`config.mk`:
```
export PLATFORM = sky130hd
export DESIGN_NAME = hazard_unit_flat
export DESIGN_NICKNAME = d
export VERILOG_FILES = /design/src/rtl/hazard_pkg.sv /design/src/rtl/hazard_unit_if.sv /design/src/rtl/hazard_unit_fwd_sel.sv /design/src/rtl/hazard_unit.sv /design/src/flat_wrapper.sv
export SDC_FILE = /design/constraint.sdc
export NUM_CORES = 1
export LEC_CHECK = 0
export CAP_MARGIN = 20
export CORE_ASPECT_RATIO = 1.75
export CORE_MARGIN = 4
export CORE_UTILIZATION = 55
export DETAILED_ROUTE_END_ITERATION = 8
export DONT_BUFFER_PORTS = 1
export GPL_ROUTABILITY_DRIVEN = 0
export PLACE_DENSITY = 0.7
export SYNTH_ARGS = -nofsm -noshare
export SYNTH_HDL_FRONTEND = slang
export SYNTH_SLANG_ARGS = --single-unit
```
`constraint.sdc`:
```
create_clock -name clk -period 6 [get_ports clk]
set_input_delay 1.8 -clock clk [delete_from_list [all_inputs] [get_ports clk]]
set_output_delay 1.8 -clock clk [all_outputs]
set_load 0.01 [all_outputs]
```
`src/rtl/hazard_pkg.sv`:
```
`default_nettype none
// ============================================================================
//  Module      : hazard_pkg
//  Description : Shared types and constants for the pipeline hazard unit.
//  Revision    : 1.0 - initial release
// ============================================================================
package hazard_pkg;

    typedef enum logic [1:0] {
        FWD_RF = 2'b00,
        FWD_W  = 2'b01,
        FWD_M  = 2'b10
    } fwd_sel_e;

    typedef enum logic [0:0] {
        HZ_RUN     = 1'b0,
        HZ_MEMWAIT = 1'b1
    } hz_state_e;

    localparam logic [1:0] LOAD_RSRC_DEFAULT = 2'b01;

    // x0 is hard-wired zero, so a write to it never produces a forwardable value.
    function automatic logic reg_hit(input logic we, input logic [4:0] rd, input logic [4:0] rs);
        return we && (rd != 5'd0) && (rd == rs);
    endfunction

endpackage
`default_nettype wire

```
`src/rtl/hazard_unit_if.sv`:
```
`default_nettype none
// ============================================================================
//  Module      : hazard_unit_if
//  Description : Pipeline-stage inputs and stall/flush/forward outputs.
//  Revision    : 1.0 - initial release
// ============================================================================
interface hazard_unit_if
    import hazard_pkg::*;
#(
    parameter int CNT_W = 32
) ();
    logic [4:0]       Rs1_D, Rs2_D, Rs1_E, Rs2_E;
    logic [4:0]       Rd_E, Rd_M, Rd_W;
    logic [1:0]       ResultSrc_E;
    logic             RegWrite_M, RegWrite_W;
    logic [1:0]       PCSrc;
    logic             dmem_valid, dmem_ready;
    fwd_sel_e         ForwardA_E, ForwardB_E;
    logic             StallF, StallD, StallE, StallM, StallW;
    logic             FlushD, FlushE;
    logic [CNT_W-1:0] stall_cnt, flush_cnt;
    logic             mem_timeout;

    modport master (
        output Rs1_D, Rs2_D, Rs1_E, Rs2_E, Rd_E, Rd_M, Rd_W, ResultSrc_E,
               RegWrite_M, RegWrite_W, PCSrc, dmem_valid, dmem_ready,
        input  ForwardA_E, ForwardB_E, StallF, StallD, StallE, StallM, StallW,
               FlushD, FlushE, stall_cnt, flush_cnt, mem_timeout
    );

    modport slave (
        input  Rs1_D, Rs2_D, Rs1_E, Rs2_E, Rd_E, Rd_M, Rd_W, ResultSrc_E,
               RegWrite_M, RegWrite_W, PCSrc, dmem_valid, dmem_ready,
        output ForwardA_E, ForwardB_E, StallF, StallD, StallE, StallM, StallW,
               FlushD, FlushE, stall_cnt, flush_cnt, mem_timeout
    );
endinterface
`default_nettype wire

```
`src/rtl/hazard_unit_fwd_sel.sv`:
```
`default_nettype none
// ============================================================================
//  Module      : fwd_sel
//  Description : Forwarding select for one E-stage operand; M beats W.
//  Revision    : 1.0 - initial release
// ============================================================================
module fwd_sel
    import hazard_pkg::*;
(
    input  logic [4:0] rs_i,
    input  logic [4:0] rd_m_i,
    input  logic [4:0] rd_w_i,
    input  logic       regwrite_m_i,
    input  logic       regwrite_w_i,
    output fwd_sel_e   sel_o
);
    always_comb begin
        sel_o = FWD_RF;
        if (reg_hit(regwrite_m_i, rd_m_i, rs_i)) begin
            sel_o = FWD_M;
        end else if (reg_hit(regwrite_w_i, rd_w_i, rs_i)) begin
            sel_o = FWD_W;
        end
    end
endmodule
`default_nettype wire

```
`src/rtl/hazard_unit.sv`:
```
`default_nettype none
// ============================================================================
//  Module      : hazard_unit
//  Description : Stall/flush/forward resolver with perf counters and mem timeout.
//  Revision    : 1.0 - initial release
// ============================================================================
module hazard_unit
    import hazard_pkg::*;
#(
    parameter int         MAX_WAIT  = 16,
    parameter int         CNT_W     = 32,
    parameter logic [1:0] LOAD_RSRC = LOAD_RSRC_DEFAULT
) (
    input  logic         clk,
    input  logic         rst,
    hazard_unit_if.slave hz
);
    localparam logic [7:0] c_max_wait = 8'(MAX_WAIT);

    hz_state_e        state_q, state_d;
    logic [7:0]       wait_cnt_q, wait_cnt_d;
    logic             timeout_q, timeout_d;
    logic [CNT_W-1:0] stall_cnt_q, stall_cnt_d;
    logic [CNT_W-1:0] flush_cnt_q, flush_cnt_d;

    logic       w_lwstall, w_redirect, w_memwait;
    logic       w_stall_fd, w_stall_emw, w_flush_d, w_flush_e;
    logic [7:0] w_wait_inc;

    fwd_sel u_fwd_a (
        .rs_i         (hz.Rs1_E),
        .rd_m_i       (hz.Rd_M),
        .rd_w_i       (hz.Rd_W),
        .regwrite_m_i (hz.RegWrite_M),
        .regwrite_w_i (hz.RegWrite_W),
        .sel_o        (hz.ForwardA_E)
    );

    fwd_sel u_fwd_b (
        .rs_i         (hz.Rs2_E),
        .rd_m_i       (hz.Rd_M),
        .rd_w_i       (hz.Rd_W),
        .regwrite_m_i (hz.RegWrite_M),
        .regwrite_w_i (hz.RegWrite_W),
        .sel_o        (hz.ForwardB_E)
    );

    assign w_lwstall  = (hz.ResultSrc_E == LOAD_RSRC) && (hz.Rd_E != 5'd0) &&
                        ((hz.Rd_E == hz.Rs1_D) || (hz.Rd_E == hz.Rs2_D));
    assign w_redirect = (hz.PCSrc != 2'b00);
    assign w_memwait  = hz.dmem_valid && !hz.dmem_ready;

    // A pending redirect is held in E during a freeze and taken once memory releases.
    always_comb begin
        w_stall_fd  = 1'b0;
        w_stall_emw = 1'b0;
        w_flush_d   = 1'b0;
        w_flush_e   = 1'b0;
        if (w_memwait) begin
            w_stall_fd  = 1'b1;
            w_stall_emw = 1'b1;
        end else if (w_redirect) begin
            w_flush_d = 1'b1;
            w_flush_e = 1'b1;
        end else if (w_lwstall) begin
            w_stall_fd = 1'b1;
            w_flush_e  = 1'b1;
        end
    end

    assign hz.StallF      = w_stall_fd;
    assign hz.StallD      = w_stall_fd;
    assign hz.StallE      = w_stall_emw;
    assign hz.StallM      = w_stall_emw;
    assign hz.StallW      = w_stall_emw;
    assign hz.FlushD      = w_flush_d;
    assign hz.FlushE      = w_flush_e;
    assign hz.stall_cnt   = stall_cnt_q;
    assign hz.flush_cnt   = flush_cnt_q;
    assign hz.mem_timeout = timeout_q;

    assign w_wait_inc = (wait_cnt_q == 8'hFF) ? wait_cnt_q : wait_cnt_q + 8'd1;

    always_comb begin
        state_d     = state_q;
        wait_cnt_d  = wait_cnt_q;
        timeout_d   = timeout_q;
        stall_cnt_d = stall_cnt_q;
        flush_cnt_d = flush_cnt_q;
        case (state_q)
            HZ_RUN: begin
                if (w_memwait) begin
                    state_d    = HZ_MEMWAIT;
                    wait_cnt_d = 8'd0;
                end
            end
            HZ_MEMWAIT: begin
                if (w_memwait) begin
                    wait_cnt_d = w_wait_inc;
                    if (w_wait_inc == c_max_wait) begin
                        timeout_d = 1'b1;
                    end
                end else begin
                    state_d = HZ_RUN;
                end
            end
            default: state_d = HZ_RUN;
        endcase
        if (w_stall_fd && (stall_cnt_q != '1)) begin
            stall_cnt_d = stall_cnt_q + CNT_W'(1);
        end
        if (w_redirect && !w_memwait && (flush_cnt_q != '1)) begin
            flush_cnt_d = flush_cnt_q + CNT_W'(1);
        end
    end

    always_ff @(posedge clk) begin
        if (rst) begin
            state_q     <= HZ_RUN;
            wait_cnt_q  <= 8'd0;
            timeout_q   <= 1'b0;
            stall_cnt_q <= '0;
            flush_cnt_q <= '0;
        end else begin
            state_q     <= state_d;
            wait_cnt_q  <= wait_cnt_d;
            timeout_q   <= timeout_d;
            stall_cnt_q <= stall_cnt_d;
            flush_cnt_q <= flush_cnt_d;
        end
    end
endmodule
`default_nettype wire

```
`src/flat_wrapper.sv`:
```
// flat-port wrapper written by rule: the top's interface ports become plain ports
module hazard_unit_flat import hazard_pkg::*;
#(
    parameter int         MAX_WAIT  = 16,
    parameter int         CNT_W     = 32,
    parameter logic [1:0] LOAD_RSRC = LOAD_RSRC_DEFAULT
)
  (clk, rst, hz_Rs1_D, hz_Rs2_D, hz_Rs1_E, hz_Rs2_E, hz_Rd_E, hz_Rd_M, hz_Rd_W, hz_ResultSrc_E, hz_RegWrite_M, hz_RegWrite_W, hz_PCSrc, hz_dmem_valid, hz_dmem_ready, hz_ForwardA_E, hz_ForwardB_E, hz_StallF, hz_StallD, hz_StallE, hz_StallM, hz_StallW, hz_FlushD, hz_FlushE, hz_stall_cnt, hz_flush_cnt, hz_mem_timeout);
  hazard_unit_if #(.CNT_W(CNT_W)) hz_i ();
  input  logic clk;
  input  logic rst;
  input wire logic [$bits(hz_i.Rs1_D)-1:0] hz_Rs1_D;
  input wire logic [$bits(hz_i.Rs2_D)-1:0] hz_Rs2_D;
  input wire logic [$bits(hz_i.Rs1_E)-1:0] hz_Rs1_E;
  input wire logic [$bits(hz_i.Rs2_E)-1:0] hz_Rs2_E;
  input wire logic [$bits(hz_i.Rd_E)-1:0] hz_Rd_E;
  input wire logic [$bits(hz_i.Rd_M)-1:0] hz_Rd_M;
  input wire logic [$bits(hz_i.Rd_W)-1:0] hz_Rd_W;
  input wire logic [$bits(hz_i.ResultSrc_E)-1:0] hz_ResultSrc_E;
  input wire logic [$bits(hz_i.RegWrite_M)-1:0] hz_RegWrite_M;
  input wire logic [$bits(hz_i.RegWrite_W)-1:0] hz_RegWrite_W;
  input wire logic [$bits(hz_i.PCSrc)-1:0] hz_PCSrc;
  input wire logic [$bits(hz_i.dmem_valid)-1:0] hz_dmem_valid;
  input wire logic [$bits(hz_i.dmem_ready)-1:0] hz_dmem_ready;
  output wire logic [$bits(hz_i.ForwardA_E)-1:0] hz_ForwardA_E;
  output wire logic [$bits(hz_i.ForwardB_E)-1:0] hz_ForwardB_E;
  output wire logic [$bits(hz_i.StallF)-1:0] hz_StallF;
  output wire logic [$bits(hz_i.StallD)-1:0] hz_StallD;
  output wire logic [$bits(hz_i.StallE)-1:0] hz_StallE;
  output wire logic [$bits(hz_i.StallM)-1:0] hz_StallM;
  output wire logic [$bits(hz_i.StallW)-1:0] hz_StallW;
  output wire logic [$bits(hz_i.FlushD)-1:0] hz_FlushD;
  output wire logic [$bits(hz_i.FlushE)-1:0] hz_FlushE;
  output wire logic [$bits(hz_i.stall_cnt)-1:0] hz_stall_cnt;
  output wire logic [$bits(hz_i.flush_cnt)-1:0] hz_flush_cnt;
  output wire logic [$bits(hz_i.mem_timeout)-1:0] hz_mem_timeout;
  assign hz_i.Rs1_D = hz_Rs1_D;
  assign hz_i.Rs2_D = hz_Rs2_D;
  assign hz_i.Rs1_E = hz_Rs1_E;
  assign hz_i.Rs2_E = hz_Rs2_E;
  assign hz_i.Rd_E = hz_Rd_E;
  assign hz_i.Rd_M = hz_Rd_M;
  assign hz_i.Rd_W = hz_Rd_W;
  assign hz_i.ResultSrc_E = hz_ResultSrc_E;
  assign hz_i.RegWrite_M = hz_RegWrite_M;
  assign hz_i.RegWrite_W = hz_RegWrite_W;
  assign hz_i.PCSrc = hz_PCSrc;
  assign hz_i.dmem_valid = hz_dmem_valid;
  assign hz_i.dmem_ready = hz_dmem_ready;
  assign hz_ForwardA_E = hz_i.ForwardA_E;
  assign hz_ForwardB_E = hz_i.ForwardB_E;
  assign hz_StallF = hz_i.StallF;
  assign hz_StallD = hz_i.StallD;
  assign hz_StallE = hz_i.StallE;
  assign hz_StallM = hz_i.StallM;
  assign hz_StallW = hz_i.StallW;
  assign hz_FlushD = hz_i.FlushD;
  assign hz_FlushE = hz_i.FlushE;
  assign hz_stall_cnt = hz_i.stall_cnt;
  assign hz_flush_cnt = hz_i.flush_cnt;
  assign hz_mem_timeout = hz_i.mem_timeout;
  hazard_unit #(.MAX_WAIT(MAX_WAIT), .CNT_W(CNT_W), .LOAD_RSRC(LOAD_RSRC)) u_core (.clk(clk), .rst(rst), .hz(hz_i));
endmodule
```
; ---- After elaboration in Yosys (flattened, before gate mapping)
; Cells that the tools add are included.
[word_totals]
inputBits = 45
output_inout_bits = 76
regBits = 74
[op_classes]
bitwise_logic = 1
n_eq_ne = 13
n_addsub = 3
n_reduce_logical = 21
muxes = 16
[op_table]
columns = operator, count
row1 = 32-bit by 1-bit adder with 32-bit output (second input constant), 2
row2 = 32-bit != test (second input constant), 2
row3 = 5-bit equality test, 6
row4 = 8-bit 2-to-1 mux, 3
row5 = 8-bit one-hot mux with 2 select lines, 1
row6 = 5-bit nonzero test, 3
row7 = 1-bit logical AND, 12
row8 = 1-bit 2-to-1 mux, 10
row9 = 8-bit by 1-bit adder with 8-bit output (second input constant), 1
row10 = 8-bit by 5-bit equality test with 1-bit output (second input constant), 1
row11 = 8-bit equality test (second input constant), 1
row12 = 2-bit 2-to-1 mux, 2
row13 = 3-bit AND reduction, 1
row14 = 2-bit by 1-bit equality test with 1-bit output (second input constant), 1
row15 = 1-bit logical NOT, 2
row16 = 2-bit by 1-bit != test with 1-bit output (second input constant), 1
row17 = 2-bit != test (second input constant), 1
row18 = 2-bit AND reduction, 1
row19 = 2-bit nonzero test, 1
row20 = 1-bit logical OR, 1
row21 = 1-bit inverter, 1

; ---- Depth between registers and ports, before layout
; Gate-level depths: netlist of the first run.
[logic_depth]
word_depth = 7
depth_mapped = 9
mapped_depth_nobuf = 7

; ---- By module
; A second synthesis of the first run with hierarchy kept.
[unflattened]
cells_unflattened = 498
area_unflattened_um2 = 4142.7
[modules_own_cells]
columns = module, seq_area_each_um2, area_per_inst_um2, n_inst, cells_per_inst
row1 = hazard_unit, 1481.4, 3839.9, 1, 458
row2 = fwd_sel, 0.0, 151.4, 2, 20

; ---- Worst setup path after synthesis of the first run
; Ideal clock, no wire load.
[synth_path]
path_kind = in2out
start = in hz_Rd_M[0]
end = out hz_ForwardA_E[0]
path_buffers = 0
arrival_time_ns = 3.093
path_slack_ns = 1.107
path_stages = 4
t_required_ns = 4.200
cell_sequence = or4_1 > o21ai_0 > nor4_1 > nor4_1
[synth_via]
elab_chain_cells = 4
[synth_lines]
columns = element, line
row1 = start: declaration, flat_wrapper.sv:17  ; input wire logic [$bits(hz_i.Rd_M)-1:0] hz_Rd_M;
row2 = 5-bit nonzero test, hazard_pkg.sv:24  ; return we && (rd != 5'd0) && (rd == rs);
row3 = 1-bit logical AND, hazard_pkg.sv:24
row4 = 1-bit logical AND *, hazard_pkg.sv:24
row5 = 2-bit 2-to-1 mux *, hazard_unit_fwd_sel.sv:19  ; if (reg_hit(regwrite_m_i, rd_m_i, rs_i)) begin
row6 = end: declaration, flat_wrapper.sv:25  ; output wire logic [$bits(hz_i.ForwardA_E)-1:0] hz_ForwardA_E;
; Mark *: on every way between the ends. The rest lies on a longest branch, timed or not.

; ---- Worst setup path in the final report of the first run
[layout_path]
start = in hz_Rd_M[0]
end = out hz_ForwardB_E[0]
[layout_via]
elab_chain_cells = 4
[layout_lines]
columns = element, line
row1 = 5-bit nonzero test, hazard_pkg.sv:24
row2 = 1-bit logical AND, hazard_pkg.sv:24
row3 = 1-bit logical AND *, hazard_pkg.sv:24
row4 = 2-bit 2-to-1 mux *, hazard_unit_fwd_sel.sv:19
row5 = end: declaration, flat_wrapper.sv:26  ; output wire logic [$bits(hz_i.ForwardB_E)-1:0] hz_ForwardB_E;
; Marks and branches as above.

==> results of run 1 <==
## power by group
part	leakage, nW	total [mW]	internal (mW)	switching (mW)
registers	0.596	0.499	0.494	0.00518
clock network	0.158	0.575	0.372	0.203
logic	0.760	0.0483	0.0214	0.0269
total	1.51	1.12	0.888	0.235
## worst max path at each step
stage | startpoint | endpoint | slack [ns] | cells after the start
CTS | hz_Rd_M[0] | hz_ForwardB_E[0] | 0.97 | 4
detailed placement | hz_Rd_M[0] | hz_ForwardB_E[0] | 0.97 | 4
floorplan | hz_Rd_M[0] | hz_ForwardA_E[0] | 1.11 | 4
global placement | hz_Rd_M[0] | hz_ForwardB_E[0] | 0.99 | 4
global route | hz_Rd_M[0] | hz_ForwardA_E[0] | 0.92 | 4
finish | hz_Rd_M[0] | hz_ForwardB_E[0] | 0.99 | 4
## routing by layer
metal	GRT usage	vias up	part of all wire
li1	-	1885	-
met1	0.253	1810	0.36
met2	0.431	114	0.53
met3	0.0814	18	0.084
met4	0.113	0	0.022
met5	0	-	0
## cell type report
type / instances / area [µm²] / area share
Tap cell: 86 / 108 / 0.0238
Inverter: 8 / 30.0 / 0.00664
Multi-Input combinational cell: 411 / 2570 / 0.567
Clock buffer: 10 / 239 / 0.0528
Clock inverter: 5 / 78.8 / 0.0174
Sequential cell: 74 / 1480 / 0.327
Timing Repair Buffer: 3 / 22.5 / 0.00498
## cell usage after synthesis (all sizes together), types with 2 or more instances
master / n
or4: 16
nand3: 30
nand2: 34
nand2b: 3
xnor2: 28
mux2: 6
a22oi: 2
inv: 8
buf: 10
o2111ai: 2
o21ai: 27
dfxtp: 74
nor2: 54
nor4: 12
a21oi: 35
a211oi: 2
a31oi: 3
nor3: 13
and4: 5
or4b: 2
and3: 12
or3: 22
xor2: 30
clkbuf: 16
nand4: 28
mux2i: 2
or2: 2
nor2b: 9
ha: 3
nor4b: 2
o31ai: 13
## flip-flops by register name, summed over array words and instances, names as in the netlist
name                   flops
u_core.state_q             1
u_core.hz.stall_cnt       32
u_core.wait_cnt_q          8
u_core.hz.flush_cnt       32
u_core.hz.mem_timeout      1
## cells by family after synthesis
logic type / after synthesis
AO/OA/AOI/OAI: 94
XOR/XNOR: 58
adder cells (fa/ha/maj): 3
buffers and inverters: 34
flip-flops: 74
multiplexers: 8
AND/OR/NAND/NOR: 248
## tightest hold or removal path: cells and delay by family, from the launching register on
kind	cells	cell delay (ns)
simple gates	1	0.08
flops	1	0.34
compound gates	1	0.06
## through the flow
| step | utilization | power (mW) | cells |
|---|---|---|---|
| final | 0.617 | 1.12 | 597 |
| after global routing | 0.617 | 1.17 | 597 |
| after CTS | 0.617 | 1.14 | 597 |
| after detailed placement | 0.574 | 0.559 | 582 |
| after global placement | 0.574 | 0.557 | 582 |
| after floorplan | - | 0.557 | 519 |
## cells in the final DEF, fill, tap and decap left out, types with 13 or more instances in the layout
| master | instances |
|---|---|
| nand2_1 | 34 |
| o21ai_0 | 27 |
| or4_1 | 16 |
| nand3_1 | 30 |
| nor2_1 | 54 |
| a21oi_1 | 35 |
| or3_1 | 22 |
| xor2_1 | 30 |
| o31ai_1 | 13 |
| dfxtp_1 | 74 |
| nand4_1 | 26 |
| xnor2_1 | 28 |
==> out/metrics.yaml, run 1 <==
status: "finished clean"
max_stage_delay_ns: 0.54
layout.nets: 555
yosysTopAreaCellShare: 0.353
clk_latency_ns: 0.34
yosys_warnings: 0
critical_path_required_ns: 4.20
fin_ws_ns: 0.990
arrival_ns: 3.21
ff2ff_setup_slack_ns: 3.41
cts.reportedPaths.clkPinSlew_ns: 0.05
tightest_slew_ns: 0.852
power.density_nw_per_um2: 248
reg2reg_to: "u_core.hz.stall_cnt[20]"
antenna_left: 0
coreArea_um2: 7340
grt_pass1_vias: 3792
netlist_area_um2: 4190
cp-start-kind: "primary input"
grt_antenna_before_repair: 0
rsz0062_at_grt: "false"
hpwl_mm: 7.92
criticalPathCategory: "in2out"
grt_pass1_wl_mm: 17.4
ioPinCount: 121
synth_flop_cell: "dfxtp_1"
cts_resized: 0
drt_iter0_markers: 149
yosysSeqAreaShare: 0.353
fin_skew_ns: 0.00755
wl_per_cell_um: 17.9
cts_buffers: 9
synthTopCellsByArea: "dfxtp_1, xor2_1, xnor2_1, nor2_1, a21oi_1"
finalSetupTns_ns: 0
finalSetupViolations: 0
hold_end: "u_core.hz.mem_timeout"
fill_cells: 662
maxSlewViolCount: 0
finalCriticalPeriod_ns: 5.01
grt_overflow: 0
leakagePower_nw: 1.51
crit_chain: "or4_1 -> o21ai_0 -> nor4_1 -> nor4_1"
htreeDepth: 3
routed_wl_mm: 10.7
whs_ns: 0.525
r2r_start: "u_core.hz.stall_cnt[0]"
endpoint_kind: "output port"
yosys.area.top_type: "dfxtp_1"
synthMuxAreaShare: 0.0209
cts-root-buf: "clkbuf_16"
grt_max_degree: 86
syn_nets: 567
ys_seq_elements: 74
postCtsSetupBuffers: 0
postSynth.asyncResetShare: 0
synth_top_family_by_area: "simple AND/OR/NAND/NOR gates"
cts_hold_buffers: 0
drv_cap: 0
finalCritPeriodShare: 0.835
grt_usage: 0.244
crit_top_cell: "nor4_1"
cts_tree: "built"
crit_family: "simple AND/OR/NAND/NOR gates"
drive_gt1_frac: 0.0568
synth-xor-area-share: 0.121
finalHoldViolations: 0
slowest_stage: "nor4_1"
drt-pass1-iter-count: 4
synth_edf_count: 0
vias_per_cell: 6.41
synth-simple-area-share: 0.327
worstPathMaxFanout: 3
synth_compound_area_frac: 0.134
area_growth_pct: 7.91
relSlewSlack: 0.431
worstHoldStart: "u_core.hz.mem_timeout"
path_buf_inv: 0
pre_cts_ws_ns: 0.974
design_area_um2: 4530
reg2reg_depth: 7
placedInstanceArea_um2: 4210
initial_core_util: 0.572
die_width_um: 74.0
dieArea_um2: 9140
yosys.area_share.adder: 0.00895
syn_inst: 519
hp-class: "reg2reg"
ir_drop_v: 0.000163
antenna_cells: 0
synth.avg_cell_area_um2: 8.08
portBuffers: 0
fmax_mhz: 200
vias: 3827
whs_path_depth: 2
die_h_um: 124
rows: 41
clk_path_buf_depth: 2
drc: 0
yosys.cell_types.count: 52
cts_sinks: 74
Power figures use the tool's default switching activity.
==> inputs of run 2 (changes only) <==
- PLACE_DENSITY: 0.7 -> 0.73
- clock period: 6 -> 4.47 ns (I/O delays scaled with it)
==> run 2 against run 1 <==
Compared with the run above: first-iteration DRC count increased by 19%; largest power group unchanged; largest cell class unchanged; sequential share of layout area shrank 0.68 points; critical path type unchanged; final cell count increased by 0.17%.
==> out/metrics.yaml, run 2 (same netlist as run 1, synthesis figures left out) <==
relSlewSlack: 0.419
grt_pass1_wl_mm: 17.5
crit_family: "simple AND/OR/NAND/NOR gates"
p_switching_uw: 326
area_growth_pct: 10.2
clk_latency_ns: 0.33
slowest_stage: "nor4_1"
p_int_mw: 1.41
rows: 41
fill_cells: 665
hpwl_mm: 7.96
grt_antenna_before_repair: 0
cts_sinks: 74
clk_path_buf_depth: 2
vias: 3827
coreArea_um2: 7340
drive_gt1_frac: 0.0586
worstHoldStart: "u_core.hz.mem_timeout"
power_mw: 1.73
fmax_mhz: 240
rsz0062_at_grt: "false"
finalCriticalPeriod_ns: 4.16
fin_skew_ns: 0.00475
drv_cap: 0
routed_wl_mm: 10.7
htreeDepth: 3
layout_commonest_cell: "dfxtp_1"
endpoint_kind: "output port"
cts-root-buf: "clkbuf_16"
worstPathMaxFanout: 3
vias_per_cell: 6.40
antenna_left: 0
grt_overflow: 0
critical_path_required_ns: 3.13
arrival_ns: 2.82
status: "finished clean"
criticalPathCategory: "in2out"
clock_power_share: 0.575
crit_start: "hz_Rd_M[0]"
finalSetupTns_ns: 0
cts_tree: "built"
maxSlewViolCount: 0
seq_power_share: 0.387
final_cell_count_no_fill: 598
ir_drop_v: 0.000253
final_cell_mix: "dfxtp_1, nor2_1, a21oi_1"
cts.reportedPaths.clkPinSlew_ns: 0.05
path_buf_inv: 0
finalSetupViolations: 0
grt_max_degree: 86
postCtsSetupBuffers: 0
layout.nets: 555
die_width_um: 74.0
p_sw_frac: 0.188
dp_cells: 582
portBuffers: 0
initial_core_util: 0.572
max_stage_delay_ns: 0.58
dieArea_um2: 9140
r2r_start: "u_core.hz.stall_cnt[0]"
leakagePower_nw: 1.56
ioPinCount: 121
drc: 0
hp-class: "reg2reg"
crit_top_cell: "nor4_1"
antenna_cells: 0
wl_per_cell_um: 17.9
cts_hold_buffers: 0
grt_usage: 0.246
cts_buffers: 9
cp-start-kind: "primary input"
crit_chain: "or4_1 -> o21ai_0 -> nor4_1 -> nor4_1"
drt-pass1-iter-count: 5
share_comb_of_total_power: 0.038
drt_iter0_markers: 177
finalCritPeriodShare: 0.932
power.density_nw_per_um2: 375
grt_pass1_vias: 3812
die_h_um: 124
tightest_slew_ns: 0.869
cts_resized: 0
finalHoldViolations: 0
-- run 2: power groups by stage --
stage / combinational, mW / clock (mW) / sequential (mW)
after global placement: 0.0634 / 0 / 0.685
after global routing: 0.0741 / 1.05 / 0.671
after CTS: 0.0661 / 1.01 / 0.671
final: 0.0657 / 0.997 / 0.670
after detailed placement: 0.0656 / 0 / 0.685
after floorplan: 0.0649 / 0 / 0.683
-- run 2: area by class of cell --
cell class	instances	area, µm²	area share
multi-input cells	411	2570	0.555
flip-flops and latches	74	1480	0.321
clock inverters	7	189	0.0409
inverters	8	30.0	0.00650
well taps	86	108	0.0233
clock buffers	9	225	0.0487
repair buffers	3	22.5	0.00487
-- run 2: worst reg2reg max path: stages, from the launching register on --
cell and delay [ns]:
dfxtp_1 0.38, ha_1 0.28, inv_1 0.13, nor4_1 0.07, nand4_1 0.15, nand3_1 0.63
nor4_1 0.47, mux2_2 0.37
-- run 2: metrics by stage --
step           setup slack (ns)  cell area (µm²)   util  hold slack [ns]
2_1_floorplan             0.495             4190      -            0.491
3_3_place_gp              0.392             4210  0.574            0.517
3_5_place_dp              0.286             4210  0.574            0.531
4_1_cts                   0.286             4620  0.630            0.541
5_1_grt                   0.222             4620  0.630            0.574
6_report                  0.306             4620  0.630            0.532
-- run 2: worst paths after layout --
check                       endpoint  slack [ns]  depth (start not counted)
max                 hz_ForwardA_E[0]        0.31                          4
min            u_core.hz.mem_timeout        0.53                          2
max reg2reg  u_core.hz.stall_cnt[22]        1.88                          7
min reg2reg    u_core.hz.mem_timeout        0.53                          2
-- run 2: metal layers --
layer | part of all wire | wire length, µm | GRT usage | vias to the layer above
met4 | 0.027 | 292 | 0.113 | 0
met1 | 0.35 | 3740 | 0.245 | 1797
li1 | - | - | - | 1871
met2 | 0.53 | 5680 | 0.431 | 140
met3 | 0.091 | 977 | 0.103 | 19
met5 | 0 | 0 | 0 | -
